[config.mk]
export PLATFORM = sky130hd
export DESIGN_NAME = inst_cache_flat
export DESIGN_NICKNAME = d
export VERILOG_FILES = /design/src/rtl/inst_cache_pkg.sv /design/src/rtl/inst_cache_if.sv /design/src/rtl/inst_cache_array.sv /design/src/rtl/inst_cache.sv /design/src/flat_wrapper.sv
export SDC_FILE = /design/constraint.sdc
export NUM_CORES = 2
export LEC_CHECK = 0
export BUFFER_PORTS_ARGS = -buffer_cell sky130_fd_sc_hd__buf_2
export CELL_PAD_IN_SITES_DETAIL_PLACEMENT = 1
export CELL_PAD_IN_SITES_GLOBAL_PLACEMENT = 2
export CORE_MARGIN = 2
export CORE_UTILIZATION = 30
export DETAILED_ROUTE_END_ITERATION = 7
export PLACE_DENSITY_LB_ADDON = 0.1
export SLEW_MARGIN = 20
export SYNTH_ARGS = -nofsm -noshare
export SYNTH_HDL_FRONTEND = slang
export SYNTH_SLANG_ARGS = --single-unit
[constraint.sdc]
create_clock -name clk -period 8.6 [get_ports clk]
set_input_delay 0 -clock clk [delete_from_list [all_inputs] [get_ports clk]]
set_output_delay 0 -clock clk [all_outputs]
set_load 0.01 [all_outputs]
[src/rtl/inst_cache_pkg.sv]
// inst_cache_pkg: shared widths, default geometry and FSM encodings for the instruction cache.
package inst_cache_pkg;
    localparam int XLEN = 32;
    localparam int DEF_ICACHE_SIZE_WIDTH = 6;
    typedef enum logic [1:0] {
        IDLE = 2'd0,
        REQ  = 2'd1,
        WAIT = 2'd2
    } state_e;
endpackage

[src/rtl/inst_cache_if.sv]
// inst_cache_if: fetcher and memory-controller signals of the instruction cache.
interface inst_cache_if;
    import inst_cache_pkg::*;
    logic            rdy;
    logic            flush;
    logic            fet_icache_enable;
    logic [XLEN-1:0] fet_pc;
    logic            mem_fet_busy;
    logic            mem_inst_ready;
    logic [XLEN-1:0] mem_inst;
    logic [XLEN-1:0] mem_inst_addr;
    logic            icache_mem_enable;
    logic [XLEN-1:0] icache_mem_pc;
    logic            icache_busy;
    logic            icache_inst_ready;
    logic [XLEN-1:0] icache_inst;
    logic [XLEN-1:0] icache_inst_addr;
    modport slave (
        input  rdy, flush, fet_icache_enable, fet_pc, mem_fet_busy, mem_inst_ready, mem_inst, mem_inst_addr,
        output icache_mem_enable, icache_mem_pc, icache_busy, icache_inst_ready, icache_inst, icache_inst_addr
    );
    modport master (
        output rdy, flush, fet_icache_enable, fet_pc, mem_fet_busy, mem_inst_ready, mem_inst, mem_inst_addr,
        input  icache_mem_enable, icache_mem_pc, icache_busy, icache_inst_ready, icache_inst, icache_inst_addr
    );
endinterface

[src/rtl/inst_cache_array.sv]
// icache_array: direct-mapped valid/tag/data storage with combinational read,
// synchronous write and synchronous clear of all valid bits (clear wins over write).
module icache_array
    import inst_cache_pkg::*;
#(
    parameter int IW = DEF_ICACHE_SIZE_WIDTH,
    parameter int TW = XLEN - IW - 1
) (
    input  logic            clk,
    input  logic            clr_i,
    input  logic            we_i,
    input  logic [IW-1:0]   widx_i,
    input  logic [TW-1:0]   wtag_i,
    input  logic [XLEN-1:0] wdata_i,
    input  logic [IW-1:0]   ridx_i,
    output logic            rvalid_o,
    output logic [TW-1:0]   rtag_o,
    output logic [XLEN-1:0] rdata_o
);
    localparam int N = 1 << IW;
    logic [N-1:0]    valid_q;
    logic [TW-1:0]   tag_q  [N];
    logic [XLEN-1:0] data_q [N];
    always_ff @(posedge clk) begin
        if (clr_i) valid_q <= '0;
        else if (we_i) valid_q[widx_i] <= 1'b1;
    end
    always_ff @(posedge clk) begin
        if (we_i) begin
            tag_q[widx_i]  <= wtag_i;
            data_q[widx_i] <= wdata_i;
        end
    end
    assign rvalid_o = valid_q[ridx_i];
    assign rtag_o   = tag_q[ridx_i];
    assign rdata_o  = data_q[ridx_i];
endmodule

[src/rtl/inst_cache.sv]
// inst_cache: direct-mapped instruction cache, one instruction per halfword-indexed entry.
// Optional hit/miss counters under `ICACHE_PERF_EN.
module inst_cache
    import inst_cache_pkg::*;
#(
    parameter int ICACHE_SIZE_WIDTH = DEF_ICACHE_SIZE_WIDTH
) (
    input  logic        clk,
    input  logic        rst,
    inst_cache_if.slave bus
`ifdef ICACHE_PERF_EN
    ,
    output logic [31:0] icache_hit_cnt,
    output logic [31:0] icache_miss_cnt
`endif
);
    localparam int TW = XLEN - ICACHE_SIZE_WIDTH - 1;
    state_e          state_q, state_d;
    logic [XLEN-1:0] miss_pc_q, miss_pc_d;
    logic [XLEN-1:0] inst_q, inst_d;
    logic [XLEN-1:0] addr_q, addr_d;
    logic            ready_q, ready_d;
    logic            rd_valid;
    logic [TW-1:0]   rd_tag;
    logic [XLEN-1:0] rd_data;
    logic            req, hit, fill, mem_en;
    assign req    = bus.fet_icache_enable && state_q == IDLE && !bus.flush;
    assign hit    = req && rd_valid && rd_tag == bus.fet_pc[XLEN-1:ICACHE_SIZE_WIDTH+1];
    assign fill   = state_q == WAIT && bus.mem_inst_ready && bus.mem_inst_addr == miss_pc_q;
    assign mem_en = state_q == REQ && !bus.mem_fet_busy && !bus.flush;
    // A fill coinciding with flush is still written: the data is correct, only the response is dropped.
    icache_array #(.IW(ICACHE_SIZE_WIDTH), .TW(TW)) u_array (
        .clk      (clk),
        .clr_i    (rst),
        .we_i     (fill && bus.rdy),
        .widx_i   (miss_pc_q[ICACHE_SIZE_WIDTH:1]),
        .wtag_i   (miss_pc_q[XLEN-1:ICACHE_SIZE_WIDTH+1]),
        .wdata_i  (bus.mem_inst),
        .ridx_i   (bus.fet_pc[ICACHE_SIZE_WIDTH:1]),
        .rvalid_o (rd_valid),
        .rtag_o   (rd_tag),
        .rdata_o  (rd_data)
    );
    always_comb begin
        state_d   = state_q;
        miss_pc_d = miss_pc_q;
        ready_d   = 1'b0;
        inst_d    = '0;
        addr_d    = '0;
        if (bus.flush) state_d = IDLE;
        else if (hit) begin
            ready_d = 1'b1;
            inst_d  = rd_data;
            addr_d  = bus.fet_pc;
        end else if (req) begin
            state_d   = REQ;
            miss_pc_d = bus.fet_pc;
        end else if (mem_en) state_d = WAIT;
        else if (fill) begin
            state_d = IDLE;
            ready_d = 1'b1;
            inst_d  = bus.mem_inst;
            addr_d  = miss_pc_q;
        end
    end
    always_ff @(posedge clk) begin
        if (rst) begin
            state_q   <= IDLE;
            miss_pc_q <= '0;
            ready_q   <= 1'b0;
            inst_q    <= '0;
            addr_q    <= '0;
        end else if (bus.rdy) begin
            state_q   <= state_d;
            miss_pc_q <= miss_pc_d;
            ready_q   <= ready_d;
            inst_q    <= inst_d;
            addr_q    <= addr_d;
        end
    end
    assign bus.icache_mem_enable = mem_en;
    assign bus.icache_mem_pc     = miss_pc_q;
    assign bus.icache_busy       = state_q != IDLE;
    assign bus.icache_inst_ready = ready_q;
    assign bus.icache_inst       = inst_q;
    assign bus.icache_inst_addr  = addr_q;
`ifdef ICACHE_PERF_EN
    logic [31:0] hit_cnt_q, miss_cnt_q;
    always_ff @(posedge clk) begin
        if (rst) begin
            hit_cnt_q  <= '0;
            miss_cnt_q <= '0;
        end else if (bus.rdy) begin
            hit_cnt_q  <= hit_cnt_q + {31'd0, hit};
            miss_cnt_q <= miss_cnt_q + {31'd0, req && !hit};
        end
    end
    assign icache_hit_cnt  = hit_cnt_q;
    assign icache_miss_cnt = miss_cnt_q;
`endif
endmodule

[src/flat_wrapper.sv]
// flat-port wrapper written by rule: the top's interface ports become plain ports
module inst_cache_flat import inst_cache_pkg::*;
#(
    parameter int ICACHE_SIZE_WIDTH = DEF_ICACHE_SIZE_WIDTH
)
  (clk, rst, bus_rdy, bus_flush, bus_fet_icache_enable, bus_fet_pc, bus_mem_fet_busy, bus_mem_inst_ready, bus_mem_inst, bus_mem_inst_addr, bus_icache_mem_enable, bus_icache_mem_pc, bus_icache_busy, bus_icache_inst_ready, bus_icache_inst, bus_icache_inst_addr);
  inst_cache_if bus_i ();
  input  logic clk;
  input  logic rst;
  input wire logic [$bits(bus_i.rdy)-1:0] bus_rdy;
  input wire logic [$bits(bus_i.flush)-1:0] bus_flush;
  input wire logic [$bits(bus_i.fet_icache_enable)-1:0] bus_fet_icache_enable;
  input wire logic [$bits(bus_i.fet_pc)-1:0] bus_fet_pc;
  input wire logic [$bits(bus_i.mem_fet_busy)-1:0] bus_mem_fet_busy;
  input wire logic [$bits(bus_i.mem_inst_ready)-1:0] bus_mem_inst_ready;
  input wire logic [$bits(bus_i.mem_inst)-1:0] bus_mem_inst;
  input wire logic [$bits(bus_i.mem_inst_addr)-1:0] bus_mem_inst_addr;
  output wire logic [$bits(bus_i.icache_mem_enable)-1:0] bus_icache_mem_enable;
  output wire logic [$bits(bus_i.icache_mem_pc)-1:0] bus_icache_mem_pc;
  output wire logic [$bits(bus_i.icache_busy)-1:0] bus_icache_busy;
  output wire logic [$bits(bus_i.icache_inst_ready)-1:0] bus_icache_inst_ready;
  output wire logic [$bits(bus_i.icache_inst)-1:0] bus_icache_inst;
  output wire logic [$bits(bus_i.icache_inst_addr)-1:0] bus_icache_inst_addr;
  assign bus_i.rdy = bus_rdy;
  assign bus_i.flush = bus_flush;
  assign bus_i.fet_icache_enable = bus_fet_icache_enable;
  assign bus_i.fet_pc = bus_fet_pc;
  assign bus_i.mem_fet_busy = bus_mem_fet_busy;
  assign bus_i.mem_inst_ready = bus_mem_inst_ready;
  assign bus_i.mem_inst = bus_mem_inst;
  assign bus_i.mem_inst_addr = bus_mem_inst_addr;
  assign bus_icache_mem_enable = bus_i.icache_mem_enable;
  assign bus_icache_mem_pc = bus_i.icache_mem_pc;
  assign bus_icache_busy = bus_i.icache_busy;
  assign bus_icache_inst_ready = bus_i.icache_inst_ready;
  assign bus_icache_inst = bus_i.icache_inst;
  assign bus_icache_inst_addr = bus_i.icache_inst_addr;
  inst_cache #(.ICACHE_SIZE_WIDTH(ICACHE_SIZE_WIDTH)) u_core (.clk(clk), .rst(rst), .bus(bus_i));
endmodule
==> flow_metrics.tcl <==
set metrics [dict create \
    antenna_found_initial 50 \
    initial_core_util_pct 30.15 \
    synth-async-reset-ratio_pct 0 \
    critPathCaptureType "flip-flop" \
    cp_max_fo 100 \
    status "finished clean" \
    max_slew_margin_pct 23.94 \
    fin_tns_setup_ns 0 \
    core_region_area_um2 486900 \
    track_usage_pct 22.54 \
    placed_cell_area_um2 157800 \
    insertion_delay_ns 1.01 \
    pin_count 202 \
    ys_seq_area_share_pct 76.85 \
    seq_area_um2 112800 \
    post_cts_buffers 0 \
    synth_nets 6807 \
    avgSynthCellArea_um2 21.90 \
    grt_max_degree 102 \
    critPathRequiredTime_ns 9.55 \
    leakagePower_nw 53.56 \
    die-area_um2 494900 \
    cp_slowest_cell "nor2b_1" \
    wl_mm 563.7 \
    fin_crit_sh_pct 72.46 \
    synthTopCellsByArea "edfxtp_1, mux4_2, dfxtp_1" \
    cts_buffer_depth 4 \
    firstDrtPassIters 5 \
    power.total_mw 40.17 \
    hold_viol 0 \
    cts_max_level 5 \
    drt-initial-drc-count 8228 \
    grt_pass1_vias 78720 \
    ys_types 70 \
    synth-main-ff-cell "edfxtp_1" \
    min_path_type "primary input to flip-flop" \
    setup_violations 0 \
    postCtsResizedCells 0 \
    final_cell_mix "edfxtp_1, mux4_2, clkbuf_16" \
    critical_path.top_delay_family "simple AND/OR/NAND/NOR gates" \
    clk_pin_slew_ns 0.06 \
    synth_area_leader_cell "edfxtp_1" \
    cp_common_cell "buf_4" \
    ant_nets 0 \
    path_class "primary input to flip-flop" \
    drv_slew 0 \
    post-route-min-period_ns 6.232 \
    path_buf_inv 6 \
    wl_per_cell_um 39.72 \
    max_freq_mhz 160.5 \
    portBuffers 201 \
    cts-hold-fix-buffers 122 \
    final_area_um2 172600 \
    vias 75620 \
    crit_path_start_kind "primary input" \
    rows 256 \
    path_cells "dlygate4sd3_1 -> buf_4 -> buf_4 -> nor2b_1 -> buf_4 -> nand2_1 -> nor4_1 -> nor3_1 -> nand4_1 -> nand3_1 -> or4_1 -> nor4_4 -> buf_12 -> a21oi_1 -> nor3_1 -> dlygate4sd3_1" \
    worstPathArrival_ns 7.19 \
    drc_errors 0 \
    yosysWarnings 0 \
    nNetsFinal 7473 \
    layoutNonFillerInstCount 14190 \
    gp_congestion 0.7783 \
    synth_top_cell_area_share_pct 74.63 \
    grt_overflow 0 \
    irDropWorstVdd_v 0.0001728 \
    cts_sinks 3811 \
    max_stage_delay_ns 0.90 \
    tritoncts "built" \
    multi_input_area_um2 32730 \
    fp.dieW_um 703.5 \
    fin_skew_ns 0.05209 \
    tightest_slew_ns 1.141 \
    grt_pass1_wl_mm 751.5 \
    place_hpwl_mm 317.1 \
    die_h_um 703.5 \
    drive_gt1_share_pct 28.96 \
    syn_to_final_growth_pct 17.55 \
    grt_setup_unrepaired "false" \
    cts_made_buffers 435 \
    drv_cap 0 \
    mostFrequentLayoutCell "edfxtp_1" \
    root_buffer "clkbuf_16" \
    ys_ff_latch 3811 \
    final.fill_count 46940 \
    via_per_inst 5.328 \
    synth_edf_count 3648 \
    synthCells 6704 \
    utilization_pct 35.44 \
    syn_area_um2 146800 \
    power_density_nw_per_um2 232.8 \
    place_inst 13260 \
]
worst register-to-register path: cells and delay by family (launching register included):
kind	cells	cell delay, ns
flops	1	0.37
simple gates	4	1.86
compound gates	3	1.31
mux	2	1.01
buf+inv	2	1.23
where the power goes:
group	internal, mW	leakage (nW)	switching, mW
Clock	10.2	6.57	7.71
Combinational	0.705	13.1	1.24
Sequential	20.3	33.9	0.0437
Total	31.2	53.6	9.00
path summary, 6_finish.rpt:
check	end	slack, ns	cells after the start	start
max	u_core.bus.icache_inst_addr[0]$_SDFFE_PP0P_	2.37	16	bus_fet_pc[5]
min	u_core.bus.icache_mem_pc[24]$_SDFFE_PP0P_	0.06	4	bus_fet_pc[24]
max reg2reg	u_core.bus.icache_inst_addr[0]$_SDFFE_PP0P_	2.79	11	u_core.u_array.tag_q[30][0]$_DFFE_PP_
min reg2reg	u_core.u_array.valid_q[45]$_SDFFE_PP0P_	0.47	2	u_core.u_array.valid_q[45]$_SDFFE_PP0P_
stage by stage:
step | hold slack, ns | worst slack [ns]
3_3_place_gp | 0.3545 | 1.945
5_1_grt | 0.05166 | 2.365
3_5_place_dp | 0.3396 | 2.271
2_1_floorplan | 0.06221 | 2.582
4_1_cts | 0.0005350 | 2.389
6_report | 0.05801 | 2.368
per-layer routing:
metal  vias to the layer above  GRT usage (%)  wire length, um
met1                     43180          31.92           250500
met2                      2297          37.79           275700
li1                      29570              -                -
met5                         -              0               54
met3                       573          2.263            25210
met4                         8          4.660            12290
layout make-up:
class | instances | share of cell area [%]
sequential | 3811 | 65.40
multi-input combinational | 2502 | 18.97
clock buffer | 561 | 6.692
tap | 6450 | 4.677
timing repair buffer | 610 | 3.114
clock inverter | 240 | 1.109
inverter | 10 | 0.03118
antenna | 10 | 0.01450
flip-flops by register name, indices dropped and copies added (netlist names):
name,flops
u_core.bus.icache_inst_addr,32
u_core.u_array.data_q,2048
u_core.bus.icache_inst_ready,1
u_core.state_q,2
u_core.bus.icache_inst,32
u_core.u_array.tag_q,1600
u_core.u_array.valid_q,64
u_core.bus.icache_mem_pc,32
synth_stat cells (16+ instances only):
library cell,n
nor2b_1,54
edfxtp_1,3648
buf_4,50
xnor2_1,31
dfxtp_1,163
mux4_2,1030
nand4_1,18
o21ai_0,85
buf_2,119
nand2b_1,40
mux2i_1,200
xor2_1,16
nand3_1,43
clkbuf_1,177
nor2_1,242
mux2_2,22
a22oi_1,64
buf_1,22
nand2_1,227
a21oi_1,158
nor3_1,78
cells by family after synthesis:
family / count (synthesis) / synth area share [%]
compound gates: 429 / 1.812
xor+xnor: 47 / 0.2804
buf+inv: 391 / 1.283
flops: 3811 / 76.85
mux: 1252 / 17.34
simple gates: 774 / 2.440
No activity file was read; power rests on OpenSTA's default activity.
